`config.mk`:
```
export PLATFORM = sky130hd
export DESIGN_NAME = pp_nested_flat
export DESIGN_NICKNAME = d
export VERILOG_FILES = /design/src/rtl/pp_nested_if.sv /design/src/rtl/pp_nested.sv /design/src/flat_wrapper.sv
export SDC_FILE = /design/constraint.sdc
export NUM_CORES = 1
export LEC_CHECK = 0
export CORE_UTILIZATION = 60
export DETAILED_ROUTE_END_ITERATION = 8
export DONT_BUFFER_PORTS = 1
export PLACE_DENSITY = 0.76
export RECOVER_POWER = 50
export SYNTH_ARGS = -nofsm -noshare
export SYNTH_HDL_FRONTEND = slang
export SYNTH_SLANG_ARGS = --single-unit
export TNS_END_PERCENT = 10
```
`constraint.sdc`:
```
create_clock -name __clk -period 5.2 [get_ports __clk]
set_input_delay 0.52 -clock __clk [delete_from_list [all_inputs] [get_ports __clk]]
set_output_delay 0.52 -clock __clk [all_outputs]
set_load 0.01 [all_outputs]
```
`src/rtl/pp_nested_if.sv`:
```
// CPU-side bus of the nested-priority interrupt controller: request lines, software/mask
// access, the irq/ack handshake and the status registers read back by the CPU.
interface pp_nested_if #(
    parameter int NIRQ = 32,
    parameter int VW   = $clog2(NIRQ)
);
    logic            clr;
    logic [NIRQ-1:0] irq_async;
    logic [NIRQ-1:0] sw_w;
    logic            sw_set;
    logic            sw_clr;
    logic            mask_we;
    logic            ack;
    logic            eoi;
    logic            irq;
    logic [VW-1:0]   vec;
    logic [NIRQ-1:0] rz;
    logic [NIRQ-1:0] rs;
    logic [NIRQ-1:0] rp;
    logic [VW:0]     depth;

    modport master (
        output clr, irq_async, sw_w, sw_set, sw_clr, mask_we, ack, eoi,
        input  irq, vec, rz, rs, rp, depth
    );

    modport slave (
        input  clr, irq_async, sw_w, sw_set, sw_clr, mask_we, ack, eoi,
        output irq, vec, rz, rs, rp, depth
    );
endinterface

```
`src/rtl/pp_nested.sv`:
```
// Nested-priority interrupt controller: pending/mask/in-service registers, fixed priority
// (index 0 = NMI) and a four-phase irq/ack handshake. Define PP_AUTOMASK_EN to mask lower levels on grant.
module pp_nested #(
    parameter int NIRQ = 32,
    parameter int VW   = $clog2(NIRQ)
) (
    input logic         __clk,
    input logic         clm_,
    pp_nested_if.slave  bus
);
    localparam logic [1:0]      S_IDLE    = 2'd0;
    localparam logic [1:0]      S_REQ     = 2'd1;
    localparam logic [1:0]      S_HOLD    = 2'd2;
    localparam logic [NIRQ-1:0] ONE       = {{(NIRQ-1){1'b0}}, 1'b1};
    localparam logic [VW:0]     DEPTH_ONE = {{VW{1'b0}}, 1'b1};
    localparam logic [VW:0]     DEPTH_MAX = (VW+1)'(NIRQ);

    logic [NIRQ-1:0] r_sync1, r_sync2, r_edgePrev;
    logic [NIRQ-1:0] r_pend, r_mask, r_inSvc;
    logic [1:0]      r_state;
    logic            r_irq;
    logic [VW-1:0]   r_vec;
    logic [VW:0]     r_depth;

    logic [NIRQ-1:0] w_edge, w_lowSvc, w_below, w_eligible;
    logic [NIRQ-1:0] w_grantOh, w_eoiOh, w_set, w_clear, w_maskNext;
    logic [VW-1:0]   w_lowIdx;
    logic            w_anyElig, w_grant, w_eoiHit;

    // Isolating the lowest in-service bit gives both the eoi target and the nesting ceiling.
    assign w_edge     = r_sync2 & ~r_edgePrev;
    assign w_lowSvc   = r_inSvc & (~r_inSvc + ONE);
    assign w_below    = w_lowSvc - ONE;
    assign w_eligible = r_pend & (r_mask | ONE) & w_below;
    assign w_anyElig  = |w_eligible;

    assign w_grant   = (r_state == S_REQ) && w_anyElig && bus.ack;
    assign w_grantOh = w_grant ? (ONE << r_vec) : '0;
    assign w_eoiOh   = bus.eoi ? w_lowSvc : '0;
    assign w_eoiHit  = bus.eoi && (r_inSvc != '0);

    assign w_set   = w_edge | (bus.sw_set ? bus.sw_w : '0);
    assign w_clear = w_grantOh | (bus.sw_clr ? bus.sw_w : '0);

`ifdef PP_AUTOMASK_EN
    // Grant of v keeps only bits below v; this clear beats a coincident mask write.
    assign w_maskNext = ((bus.mask_we ? bus.sw_w : r_mask) & (w_grant ? (w_grantOh - ONE) : '1)) | ONE;
`else
    assign w_maskNext = (bus.mask_we ? bus.sw_w : r_mask) | ONE;
`endif

    always_comb begin
        w_lowIdx = '0;
        for (int j = NIRQ - 1; j >= 0; j--) begin
            if (w_eligible[j]) w_lowIdx = VW'(j);
        end
    end

    always_ff @(posedge __clk or negedge clm_) begin
        if (!clm_) begin
            r_sync1    <= '0;
            r_sync2    <= '0;
            r_edgePrev <= '0;
        end else begin
            r_sync1    <= bus.irq_async;
            r_sync2    <= r_sync1;
            r_edgePrev <= r_sync2;
        end
    end

    always_ff @(posedge __clk or negedge clm_) begin
        if (!clm_) begin
            r_pend  <= '0;
            r_mask  <= ONE;
            r_inSvc <= '0;
            r_depth <= '0;
        end else if (bus.clr) begin
            r_pend  <= '0;
            r_mask  <= ONE;
            r_inSvc <= '0;
            r_depth <= '0;
        end else begin
            r_pend  <= (r_pend & ~w_clear) | w_set;
            r_mask  <= w_maskNext;
            r_inSvc <= (r_inSvc & ~w_eoiOh) | w_grantOh;
            if (w_grant && !w_eoiHit && r_depth != DEPTH_MAX)
                r_depth <= r_depth + DEPTH_ONE;
            else if (w_eoiHit && !w_grant && r_depth != '0)
                r_depth <= r_depth - DEPTH_ONE;
        end
    end

    // Handshake FSM; vec tracks the best candidate while requesting and freezes once acknowledged.
    always_ff @(posedge __clk or negedge clm_) begin
        if (!clm_) begin
            r_state <= S_IDLE;
            r_irq   <= 1'b0;
            r_vec   <= '0;
        end else if (bus.clr) begin
            r_state <= S_IDLE;
            r_irq   <= 1'b0;
            r_vec   <= '0;
        end else begin
            case (r_state)
                S_IDLE: begin
                    if (w_anyElig) begin
                        r_vec   <= w_lowIdx;
                        r_irq   <= 1'b1;
                        r_state <= S_REQ;
                    end
                end
                S_REQ: begin
                    if (!w_anyElig) begin
                        r_irq   <= 1'b0;
                        r_state <= S_IDLE;
                    end else if (bus.ack) begin
                        r_irq   <= 1'b0;
                        r_state <= S_HOLD;
                    end else begin
                        r_vec <= w_lowIdx;
                    end
                end
                S_HOLD: begin
                    r_irq <= 1'b0;
                    if (!bus.ack) r_state <= S_IDLE;
                end
                default: begin
                    r_irq   <= 1'b0;
                    r_state <= S_IDLE;
                end
            endcase
        end
    end

    assign bus.irq   = r_irq;
    assign bus.vec   = r_vec;
    assign bus.rz    = r_pend;
    assign bus.rs    = r_mask | ONE;
    assign bus.rp    = r_inSvc;
    assign bus.depth = r_depth;
endmodule

```
`src/flat_wrapper.sv`:
```
// flat-port wrapper written by rule: the top's interface ports become plain ports
module pp_nested_flat 
#(
    parameter int NIRQ = 32,
    parameter int VW   = $clog2(NIRQ)
)
  (__clk, clm_, bus_clr, bus_irq_async, bus_sw_w, bus_sw_set, bus_sw_clr, bus_mask_we, bus_ack, bus_eoi, bus_irq, bus_vec, bus_rz, bus_rs, bus_rp, bus_depth);
  pp_nested_if #(.NIRQ(NIRQ), .VW(VW)) bus_i ();
  input logic __clk;
  input logic clm_;
  input wire logic [$bits(bus_i.clr)-1:0] bus_clr;
  input wire logic [$bits(bus_i.irq_async)-1:0] bus_irq_async;
  input wire logic [$bits(bus_i.sw_w)-1:0] bus_sw_w;
  input wire logic [$bits(bus_i.sw_set)-1:0] bus_sw_set;
  input wire logic [$bits(bus_i.sw_clr)-1:0] bus_sw_clr;
  input wire logic [$bits(bus_i.mask_we)-1:0] bus_mask_we;
  input wire logic [$bits(bus_i.ack)-1:0] bus_ack;
  input wire logic [$bits(bus_i.eoi)-1:0] bus_eoi;
  output wire logic [$bits(bus_i.irq)-1:0] bus_irq;
  output wire logic [$bits(bus_i.vec)-1:0] bus_vec;
  output wire logic [$bits(bus_i.rz)-1:0] bus_rz;
  output wire logic [$bits(bus_i.rs)-1:0] bus_rs;
  output wire logic [$bits(bus_i.rp)-1:0] bus_rp;
  output wire logic [$bits(bus_i.depth)-1:0] bus_depth;
  assign bus_i.clr = bus_clr;
  assign bus_i.irq_async = bus_irq_async;
  assign bus_i.sw_w = bus_sw_w;
  assign bus_i.sw_set = bus_sw_set;
  assign bus_i.sw_clr = bus_sw_clr;
  assign bus_i.mask_we = bus_mask_we;
  assign bus_i.ack = bus_ack;
  assign bus_i.eoi = bus_eoi;
  assign bus_irq = bus_i.irq;
  assign bus_vec = bus_i.vec;
  assign bus_rz = bus_i.rz;
  assign bus_rs = bus_i.rs;
  assign bus_rp = bus_i.rp;
  assign bus_depth = bus_i.depth;
  pp_nested #(.NIRQ(NIRQ), .VW(VW)) u_core (.__clk(__clk), .clm_(clm_), .bus(bus_i));
endmodule
```
==> results.sh, run 1 <==
export IMPL_status="complete, but fails checks"
export IMPL_violations="negative hold slack"
export IMPL_synth_fa_ha_area_frac=0.007537
export IMPL_power_frac_comb=0.144
export IMPL_cts_buffers=21
export IMPL_port_buffer_count=0
export IMPL_post_route_min_period_ns=4.944
export IMPL_ys_types=85
export IMPL_sw_frac_of_total=0.2767
export IMPL_cp_arrival_ns=5.37
export IMPL_whs_ns=-0.2864
export IMPL_p_seq_frac=0.462
export IMPL_area_growth_pct=10.55
export IMPL_slew_headroom=0.2483
export IMPL_vdd_drop_max_mv=0.4017
export IMPL_critical_path_class="reg2reg"
export IMPL_layout_commonest_cell="dfrtp_1"
export IMPL_drv_cap=0
export IMPL_cts_sinks=205
export IMPL_timing_final_crit_share=0.9508
export IMPL_initial_core_util=0.6138
export IMPL_synthFlopType="dfrtp_1"
export IMPL_syn_avg_cell_area_um2=10.27
export IMPL_seq_area_um2=5130
export IMPL_final_nets=984
export IMPL_crit_path_top_delay_cell="dfrtp_1"
export IMPL_required_ns=5.63
export IMPL_path_max_fanout=9
export IMPL_cts_root_buf="clkbuf_16"
export IMPL_antenna_found_initial=1
export IMPL_multi_input_area_um2=3879
export IMPL_design_area_um2=10280
export IMPL_p_per_area_nw_per_um2=388.0
export IMPL_slew_violations=0
export IMPL_ys_seq_area_frac=0.5518
export IMPL_p_switching_mw=1.104
export IMPL_asyncSetResetFlopFracSynth=1.000
export IMPL_synthMuxAreaShare=0.04240
export IMPL_fin_tns_setup_ns=0
export IMPL_core_area_um2=15150
export IMPL_ys_top_cells_by_area="dfrtp_1 (55%), nand2_1 (4.1%), a21oi_1 (3.9%)"
export IMPL_synth_top_family_by_area="simple AND/OR/NAND/NOR gates"
export IMPL_firstDrtPassIters=5
export IMPL_ff2ff_path_depth=19
export IMPL_setup_violations=0
export IMPL_rows=45
export IMPL_startpoint="u_core.bus.rp[4]"
export IMPL_power_leakage_nw=4.762
export IMPL_rsz0062_at_grt="false"
export IMPL_synth_area_um2=9296
export IMPL_hold_viol=205
export IMPL_drive_gt1_frac=0.09783
export IMPL_synth_seq_cells=205
export IMPL_startpoint_type="flop"
export IMPL_worstMarginPinSlew_ns=1.124
export IMPL_htree_levels=1
export IMPL_synth_edf_count=0
export IMPL_placed_cell_area_um2=9518
export IMPL_p_int_mw=2.884
export IMPL_path_cells="nor4_1 -> buf_4 -> and4b_2 -> nand2_1 -> nor3_1 -> nor4_4 -> and3_1 -> a2111oi_4 -> nand2_1 -> ha_1 -> a21o_1 -> a21oi_1 -> nor2b_1 -> o21ai_0 -> nand2b_1 -> nor2_1 -> o21ai_0 -> mux4_2 -> nor2_1"
export IMPL_final_cell_mix="dfrtp_1 (205), nand2_1 (102), nor2_1 (88)"
export IMPL_synthSimpleGateAreaFrac=0.1911
export IMPL_wirelength_mm=27.26
export IMPL_final_util=0.6786
export IMPL_hp_class="in2async"
export IMPL_gp_congestion=0.8949
export IMPL_die_h_um=126.5
export IMPL_grt_max_degree=206
export IMPL_ys_warnings_count=0
export IMPL_end_kind="flop"
export IMPL_nFillCells=1098
export IMPL_synth_compound_area_frac=0.1684
export IMPL_fin_skew_ns=0.01924
export IMPL_r2r_setup_slack_ns=0.26
export IMPL_max_clock_path_buffers=3
export IMPL_timing_rr_end="u_core.bus.depth[5]"
export IMPL_cts_tree="yes"
export IMPL_max_freq_ghz=0.2023
export IMPL_clk_pin_slew_ns=0.06
export IMPL_dp_hpwl_mm=18.66
export IMPL_syn_num_nets=982
export IMPL_clockPowerShare=0.394
export IMPL_antenna_cells=0
export IMPL_die_area_um2=16000
export IMPL_synth_top_cell_by_area="dfrtp_1"
export IMPL_grt_overflow=0
export IMPL_ios=180
export IMPL_insertion_delay_ns=0.50
export IMPL_die_x_um=126.5
export IMPL_postSynthCellCount=905
export IMPL_wl_per_cell_um=24.60
export IMPL_drt_iter0_markers=575
export IMPL_max_stage_delay_ns=0.47
export IMPL_synth_xor_area_frac=0.003769
export IMPL_r2r_start="u_core.bus.rp[4]"
export IMPL_track_usage=0.3479
export IMPL_antenna_left=0
export IMPL_drc=0
export IMPL_vias=7419
export IMPL_grt_pass1_wl_mm=42.76
export IMPL_grt_pass1_vias=7642
export IMPL_post_cts_buffers=0
export IMPL_vias_per_cell=6.696
export IMPL_critPathCapture="u_core.bus.depth[5]"
export IMPL_synth_top_area_frac=0.5518
-- synthesized netlist by cell type, types with 5 or more instances --
master       n
inv_1       34
a2bb2oi_1    9
nand4_1     10
o21a_1       7
nor4_1       9
nand2b_1     9
buf_2        8
a21oi_1     72
or3_1       21
o31ai_1      7
a22oi_1     26
and2_1       5
o211ai_1    28
nor3_1      16
mux2i_1     36
dfrtp_1    205
nand2_1    102
nand3b_1    10
o21ai_0     28
nor2_1      88
a41o_1       7
nand3_1     29
or4_1        5
buf_1        5
clkbuf_1    28
-- cells by family after synthesis --
group                      after synthesis
and+or+nand+nor                        343
AOI/OAI and AO/OA                      230
DFF                                    205
buffers and inverters                   79
muxes                                   38
adders and majority gates                5
xor gates and xnor gates                 4
other                                    1
-- worst max-delay path, delay by kind of cell (launching register included) --
family                     cells  cell delay, ns
AOI/OAI and AO/OA              5            1.06
adders and majority gates      1            0.30
and+or+nand+nor               11            2.42
muxes                          1            0.46
buffers and inverters          1            0.19
DFF                            1            0.47
-- worst min-delay path by stage --
| stage | cells after the start | from | end |
|---|---|---|---|
| 2_1_floorplan | 0 | clm_ | u_core.bus.depth[0] |
| 3_3_place_gp | 0 | clm_ | u_core.r_mask[15] |
| 3_5_place_dp | 0 | clm_ | u_core.r_edgePrev[15] |
| 4_1_cts | 0 | clm_ | u_core.bus.rp[17] |
| 5_1_grt | 0 | clm_ | u_core.r_edgePrev[14] |
| 6_report | 0 | clm_ | u_core.r_mask[14] |
-- power by group through the flow --
stage / sequential [mW] / clock [mW] / combinational (mW)
floorplan: 1.81 / 0 / 0.454
global placement: 1.86 / 0 / 0.538
detailed placement: 1.87 / 0 / 0.555
CTS: 1.84 / 1.59 / 0.560
global route: 1.85 / 1.64 / 0.633
finish: 1.84 / 1.57 / 0.574
-- timing repair --
action / 4_1_cts / 5_1_grt
setup endpoints to repair: 0 / 1
endpoints found under the hold margin: 205 / 205
resized for setup: 0 / 6
-- through the flow --
stage               setup slack [ns]  instances  power, mW  hold WS [ns]
CTS                          0.07061       1108      3.989       -0.3018
global route                0.002885       1108      4.128       -0.3057
floorplan                     0.6576        905      2.263        0.2244
finish                        0.2561       1108      3.988       -0.2864
detailed placement            0.1391       1072      2.424        0.2290
global placement              0.3536       1072      2.401        0.2288
-- state kept, by name (all words and copies together), names as in the netlist --
| register | cells |
|---|---|
| u_core.bus.depth | 6 |
| u_core.bus.irq | 1 |
| u_core.bus.rp | 32 |
| u_core.bus.rz | 32 |
| u_core.bus.vec | 5 |
| u_core.r_edgePrev | 32 |
| u_core.r_mask | 31 |
| u_core.r_state | 2 |
| u_core.r_sync1 | 32 |
| u_core.r_sync2 | 32 |
-- cell type report --
cell class	instances	share of cell area
clock buffer	27	0.05819
clock inverter	9	0.01242
inverter	34	0.01242
multi-input combinational	621	0.3774
sequential	205	0.4991
tap	188	0.02289
timing repair buffer	24	0.01753
-- metal layers --
layer  up-vias  global-route usage  routed length (µm)
li1       3271                   -                   -
met1      3714              0.4411               10870
met2       350              0.5645               12920
met3        82              0.1008                2369
met4         2              0.1410                1077
met5         -                   0                  13
Power figures use the tool's default switching activity.
==> inputs of run 2 (changes only) <==
Settings changed: CTS_BUF_LIST set to sky130_fd_sc_hd__clkbuf_4.
==> results.sh, run 2 (synthesis gave the netlist of run 1 again) <==
export IMPL_grt_overflow=0
export IMPL_area_growth_pct=15.99
export IMPL_sw_frac_of_total=0.3176
export IMPL_power_mw=3.818
export IMPL_rsz0062_at_grt="false"
export IMPL_grt_busiest_layer="met2"
export IMPL_gp_congestion=0.8949
export IMPL_firstDrtPassIters=5
export IMPL_grt_pass1_wl_mm=46.51
export IMPL_drv_cap=1
export IMPL_wl_per_cell_um=24.07
export IMPL_setup_violations=0
export IMPL_cts_tree="yes"
export IMPL_dp_hpwl_mm=18.66
export IMPL_port_buffer_count=0
export IMPL_required_ns=5.81
export IMPL_end_kind="flop"
export IMPL_antenna_left=0
export IMPL_p_per_area_nw_per_um2=354.1
export IMPL_cp_arrival_ns=5.58
export IMPL_cts_root_buf="clkbuf_4"
export IMPL_vdd_drop_max_mv=0.2635
export IMPL_antenna_found_initial=2
export IMPL_dp_cells=1072
export IMPL_hp_class="in2reg"
export IMPL_p_seq_frac=0.483
export IMPL_layout_commonest_cell="dfrtp_1"
export IMPL_startpoint_type="flop"
export IMPL_p_switching_mw=1.213
export IMPL_violations="max-capacitance violations, max-slew violations"
export IMPL_die_x_um=126.5
export IMPL_post_route_min_period_ns=4.971
export IMPL_cts_sinks=205
export IMPL_drt_iter0_markers=566
export IMPL_final_cells=1215
export IMPL_power_frac_comb=0.174
export IMPL_power_leakage_nw=5.018
export IMPL_clk_pin_slew_ns=0.06
export IMPL_drc=0
export IMPL_wirelength_mm=29.24
export IMPL_post_cts_buffers=0
export IMPL_max_freq_ghz=0.2012
export IMPL_max_clock_path_buffers=3
export IMPL_cts_buffers=52
export IMPL_drive_gt1_frac=0.1278
export IMPL_clockPowerShare=0.343
export IMPL_status="complete, but fails checks"
export IMPL_hold_viol=0
export IMPL_slew_headroom=-0.8442
export IMPL_final_nets=1076
export IMPL_slew_violations=206
export IMPL_die_area_um2=16000
export IMPL_grtUsageMet3=0.1016
export IMPL_htree_levels=2
export IMPL_track_usage=0.3778
export IMPL_grt_max_degree=206
export IMPL_fin_tns_setup_ns=0
export IMPL_vias_per_cell=6.622
export IMPL_rows=45
export IMPL_ios=180
export IMPL_nFillCells=1058
export IMPL_fin_skew_ns=0.04982
export IMPL_final_cell_mix="dfrtp_1 (205), nand2_1 (102), nor2_1 (88)"
export IMPL_core_area_um2=15150
export IMPL_insertion_delay_ns=0.72
export IMPL_vias=8046
export IMPL_worstMarginPinSlew_ns=2.766
export IMPL_met2_usage=0.6172
export IMPL_grt_pass1_vias=8462
export IMPL_path_max_fanout=6
export IMPL_use_met1=0.4727
export IMPL_timing_final_crit_share=0.9559
export IMPL_die_h_um=126.5
export IMPL_initial_core_util=0.6138
export IMPL_critical_path_class="reg2reg"
export IMPL_p_int_mw=2.605
-- run 2: changes by cell type in the layout (fill, tap and decap cells not counted), moves of 2 or more --
cell	delta
bufinv_16	-2
clkbuf_16	-21
clkbuf_4	+68
clkbuf_8	-5
clkinv_1	+7
diode_2	+2
dlygate4sd3_1	+59
-- run 2: per-stage QoR --
| stage | cell area (µm²) | util | hold slack (ns) | setup slack (ns) |
|---|---|---|---|---|
| after floorplan | 9296 | - | 0.2244 | 0.6576 |
| after global placement | 9518 | 0.6284 | 0.2288 | 0.3536 |
| after detailed placement | 9518 | 0.6284 | 0.2290 | 0.1391 |
| after CTS | 10760 | 0.7103 | 0.0001542 | 0.1085 |
| after global routing | 10780 | 0.7118 | 0.01208 | 0.002669 |
| final | 10780 | 0.7119 | 0.008322 | 0.2294 |
-- run 2: final timing paths --
check	slack, ns	cells after the start	from	endpoint
max in group asynchronous	2.16	2	clm_	u_core.r_edgePrev[30]
min in group asynchronous	1.17	2	clm_	u_core.bus.rp[29]
min reg2reg	0.34	0	u_core.r_sync1[25]	u_core.r_sync2[25]
max	0.23	19	u_core.bus.rp[7]	u_core.bus.depth[5]
min	0.008	2	bus_sw_w[8]	u_core.r_mask[8]
max reg2reg	0.23	19	u_core.bus.rp[7]	u_core.bus.depth[5]
-- run 2: area by class of cell --
class                   instances  area [µm²]  area share
flip-flops and latches        205        5130      0.4758
multi-input cells             621        3885      0.3603
repair buffers                 85       805.8     0.07473
clock buffers                  67       503.0     0.04665
well taps                     188       235.2     0.02181
inverters                      34       127.6     0.01184
clock inverters                13       91.34    0.008471
diodes                          2       5.005   0.0004641
-- run 2: timing repair --
action,in CTS,in global routing
gates resized for setup,0,7
setup endpoints to repair,0,1
endpoints found under the hold margin,328,0
hold buffers,61,0
-- run 2: critical path, cell delays in order, from the launching register on --
cell       delay, ns
dfrtp_1         0.46
buf_4           0.20
or4_4           0.58
nor3_4          0.22
and4_1          0.29
nor4_1          0.07
nand3b_4        0.19
or3_1           0.44
a2111oi_4       0.41
nand2_1         0.18
ha_1            0.30
a21o_1          0.18
a21oi_1         0.26
nor2b_1         0.10
o21ai_0         0.16
nand2b_1        0.08
nor2_1          0.12
o21ai_0         0.10
mux4_2          0.46
nor2_1          0.10
-- run 2: power groups by stage --
stage                     clock (mW)  combinational (mW)  sequential (mW)
final                           1.31               0.662             1.84
after global routing            1.39               0.727             1.85
after CTS                       1.31               0.644             1.84
after detailed placement           0               0.555             1.87
after global placement             0               0.538             1.86
after floorplan                    0               0.454             1.81
-- run 2: routing by layer --
metal	vias to the layer above	share of wire
li1	3486	-
met1	3996	0.39
met2	469	0.48
met3	95	0.089
met4	0	0.039
met5	-	0
==> inputs of run 3 (changes only) <==
Settings changed: CELL_PAD_IN_SITES_DETAIL_PLACEMENT set to 1, CELL_PAD_IN_SITES_GLOBAL_PLACEMENT set to 1, CORE_UTILIZATION 60 to 51, PLACE_DENSITY 0.76 to not set, PLACE_DENSITY_LB_ADDON set to 0.1, TNS_END_PERCENT 10 to not set.
==> results.sh, run 3 (synthesis gave the netlist of run 1 again) <==
export IMPL_core_area_um2=17900
export IMPL_cp_arrival_ns=5.43
export IMPL_ios=180
export IMPL_violations="max-capacitance violations, max-slew violations"
export IMPL_multi_input_area_um2=3892
export IMPL_dp_hpwl_mm=20.44
export IMPL_slew_violations=206
export IMPL_worstHoldStart="bus_sw_w[29]"
export IMPL_gp_congestion=0.8730
export IMPL_critical_path_class="reg2reg"
export IMPL_setup_violations=0
export IMPL_htree_levels=2
export IMPL_cts_buffers=54
export IMPL_die_area_um2=18770
export IMPL_grt_pass1_wl_mm=51.41
export IMPL_wl_met2_mm=17.27
export IMPL_hp_class="in2reg"
export IMPL_firstDrtPassIters=5
export IMPL_p_seq_frac=0.462
export IMPL_slew_headroom=-0.8576
export IMPL_hold_viol=0
export IMPL_grt_pass1_vias=9001
export IMPL_p_switching_mw=1.305
export IMPL_initial_core_util=0.5193
export IMPL_max_clock_path_buffers=3
export IMPL_end_kind="flop"
export IMPL_clk_pin_slew_ns=0.08
export IMPL_area_growth_pct=16.22
export IMPL_power_frac_comb=0.167
export IMPL_required_ns=5.77
export IMPL_fin_tns_setup_ns=0
export IMPL_fin_skew_ns=0.07039
export IMPL_startpoint_type="flop"
export IMPL_vias=8171
export IMPL_antenna_left=0
export IMPL_port_buffer_count=0
export IMPL_status="complete, but fails checks"
export IMPL_vdd_drop_max_mv=0.2763
export IMPL_power_leakage_nw=5.018
export IMPL_wl_per_cell_um=26.91
export IMPL_wl_met3_mm=2.523
export IMPL_die_h_um=137.0
export IMPL_layout_commonest_cell="dfrtp_1"
export IMPL_p_per_area_nw_per_um2=371.7
export IMPL_antenna_found_initial=1
export IMPL_nFillCells=1944
export IMPL_grt_max_degree=206
export IMPL_max_freq_ghz=0.2057
export IMPL_post_route_min_period_ns=4.861
export IMPL_wl_met1_mm=13.12
export IMPL_sw_frac_of_total=0.3248
export IMPL_p_int_mw=2.712
export IMPL_wirelength_mm=33.75
export IMPL_insertion_delay_ns=0.70
export IMPL_worstMarginPinSlew_ns=2.786
export IMPL_cts_root_buf="clkbuf_4"
export IMPL_startpoint="u_core.bus.rp[13]"
export IMPL_final_cell_mix="dfrtp_1 (204), nand2_1 (102), nor2_1 (88)"
export IMPL_drc=0
export IMPL_seq_area_um2=5131
export IMPL_drv_cap=1
export IMPL_cts_sinks=205
export IMPL_path_max_fanout=7
export IMPL_rows=49
export IMPL_timing_final_crit_share=0.9348
export IMPL_r2r_start="u_core.bus.rp[13]"
export IMPL_grt_overflow=0
export IMPL_drt_iter0_markers=503
export IMPL_dr_max_layer_used="met4"
export IMPL_final_nets=1062
export IMPL_track_usage=0.3674
export IMPL_drive_gt1_frac=0.1367
export IMPL_final_util=0.6035
export IMPL_rsz0062_at_grt="false"
export IMPL_clockPowerShare=0.371
export IMPL_die_x_um=137.0
export IMPL_vias_per_cell=6.516
export IMPL_cts_tree="yes"
[run 3: critical path: stages, from the launching register on]
cell       delay (ns)
dfrtp_1          0.49
or4_1            0.65
nor2_4           0.20
nand3_1          0.12
o31a_1           0.39
or3_1            0.50
a2111oi_4        0.41
nand2_1          0.14
buf_4            0.17
ha_1             0.32
a21oi_1          0.23
nor2b_1          0.07
o21ai_0          0.17
nand2b_1         0.09
nor2_1           0.13
o21ai_0          0.10
mux4_2           0.46
nor2_1           0.10
[run 3: path summary, 6_finish.rpt]
| kind | slack (ns) | cells past startpoint | to |
|---|---|---|---|
| max reg2reg | 0.34 | 17 | u_core.bus.depth[5] |
| max in group asynchronous | 1.93 | 2 | u_core.bus.rp[8] |
| min in group asynchronous | 1.34 | 2 | u_core.bus.rp[24] |
| min reg2reg | 0.35 | 0 | u_core.r_sync2[17] |
| max | 0.34 | 17 | u_core.bus.depth[5] |
| min | 0.03 | 2 | u_core.r_mask[29] |
[run 3: routing by layer]
layer,track usage,vias to the layer above
li1,-,3482
met1,0.4600,4207
met2,0.6254,410
met3,0.07519,72
met4,0.1374,0
met5,0,-
[run 3: layout make-up]
class	instances	area share
Clock inverter	14	0.007875
Multi-Input combinational cell	621	0.3603
Clock buffer	81	0.05628
Antenna cell	1	0.0002316
Tap cell	229	0.02652
Sequential cell	205	0.4749
Timing Repair Buffer	69	0.06207
Inverter	34	0.01181
[run 3: repair_timing]
item	in CTS	in global routing
hold buffers	50	0
setup buffers	0	1
setup endpoints to repair	0	1
resized for setup	0	10
hold endpoints to repair	327	0
[run 3: power by group through the flow]
stage | Sequential (mW) | Clock (mW) | Combinational, mW
CTS | 1.85 | 1.46 | 0.657
global placement | 1.87 | 0 | 0.546
detailed placement | 1.88 | 0 | 0.571
global route | 1.87 | 1.56 | 0.738
finish | 1.86 | 1.49 | 0.669
floorplan | 1.81 | 0 | 0.454
[run 3: metrics by stage]
stage | hold WS [ns] | std cells | worst slack [ns] | power [mW] | cell area [µm²]
6_report | 0.02687 | 1254 | 0.3391 | 4.016 | 10800
4_1_cts | 0.0004943 | 1252 | 0.07620 | 3.969 | 10770
5_1_grt | 0.02155 | 1254 | 0.01661 | 4.168 | 10800
3_3_place_gp | 0.2287 | 1107 | 0.3895 | 2.417 | 9537
2_1_floorplan | 0.2244 | 905 | 0.6576 | 2.263 | 9296
3_5_place_dp | 0.2284 | 1107 | 0.1708 | 2.449 | 9537
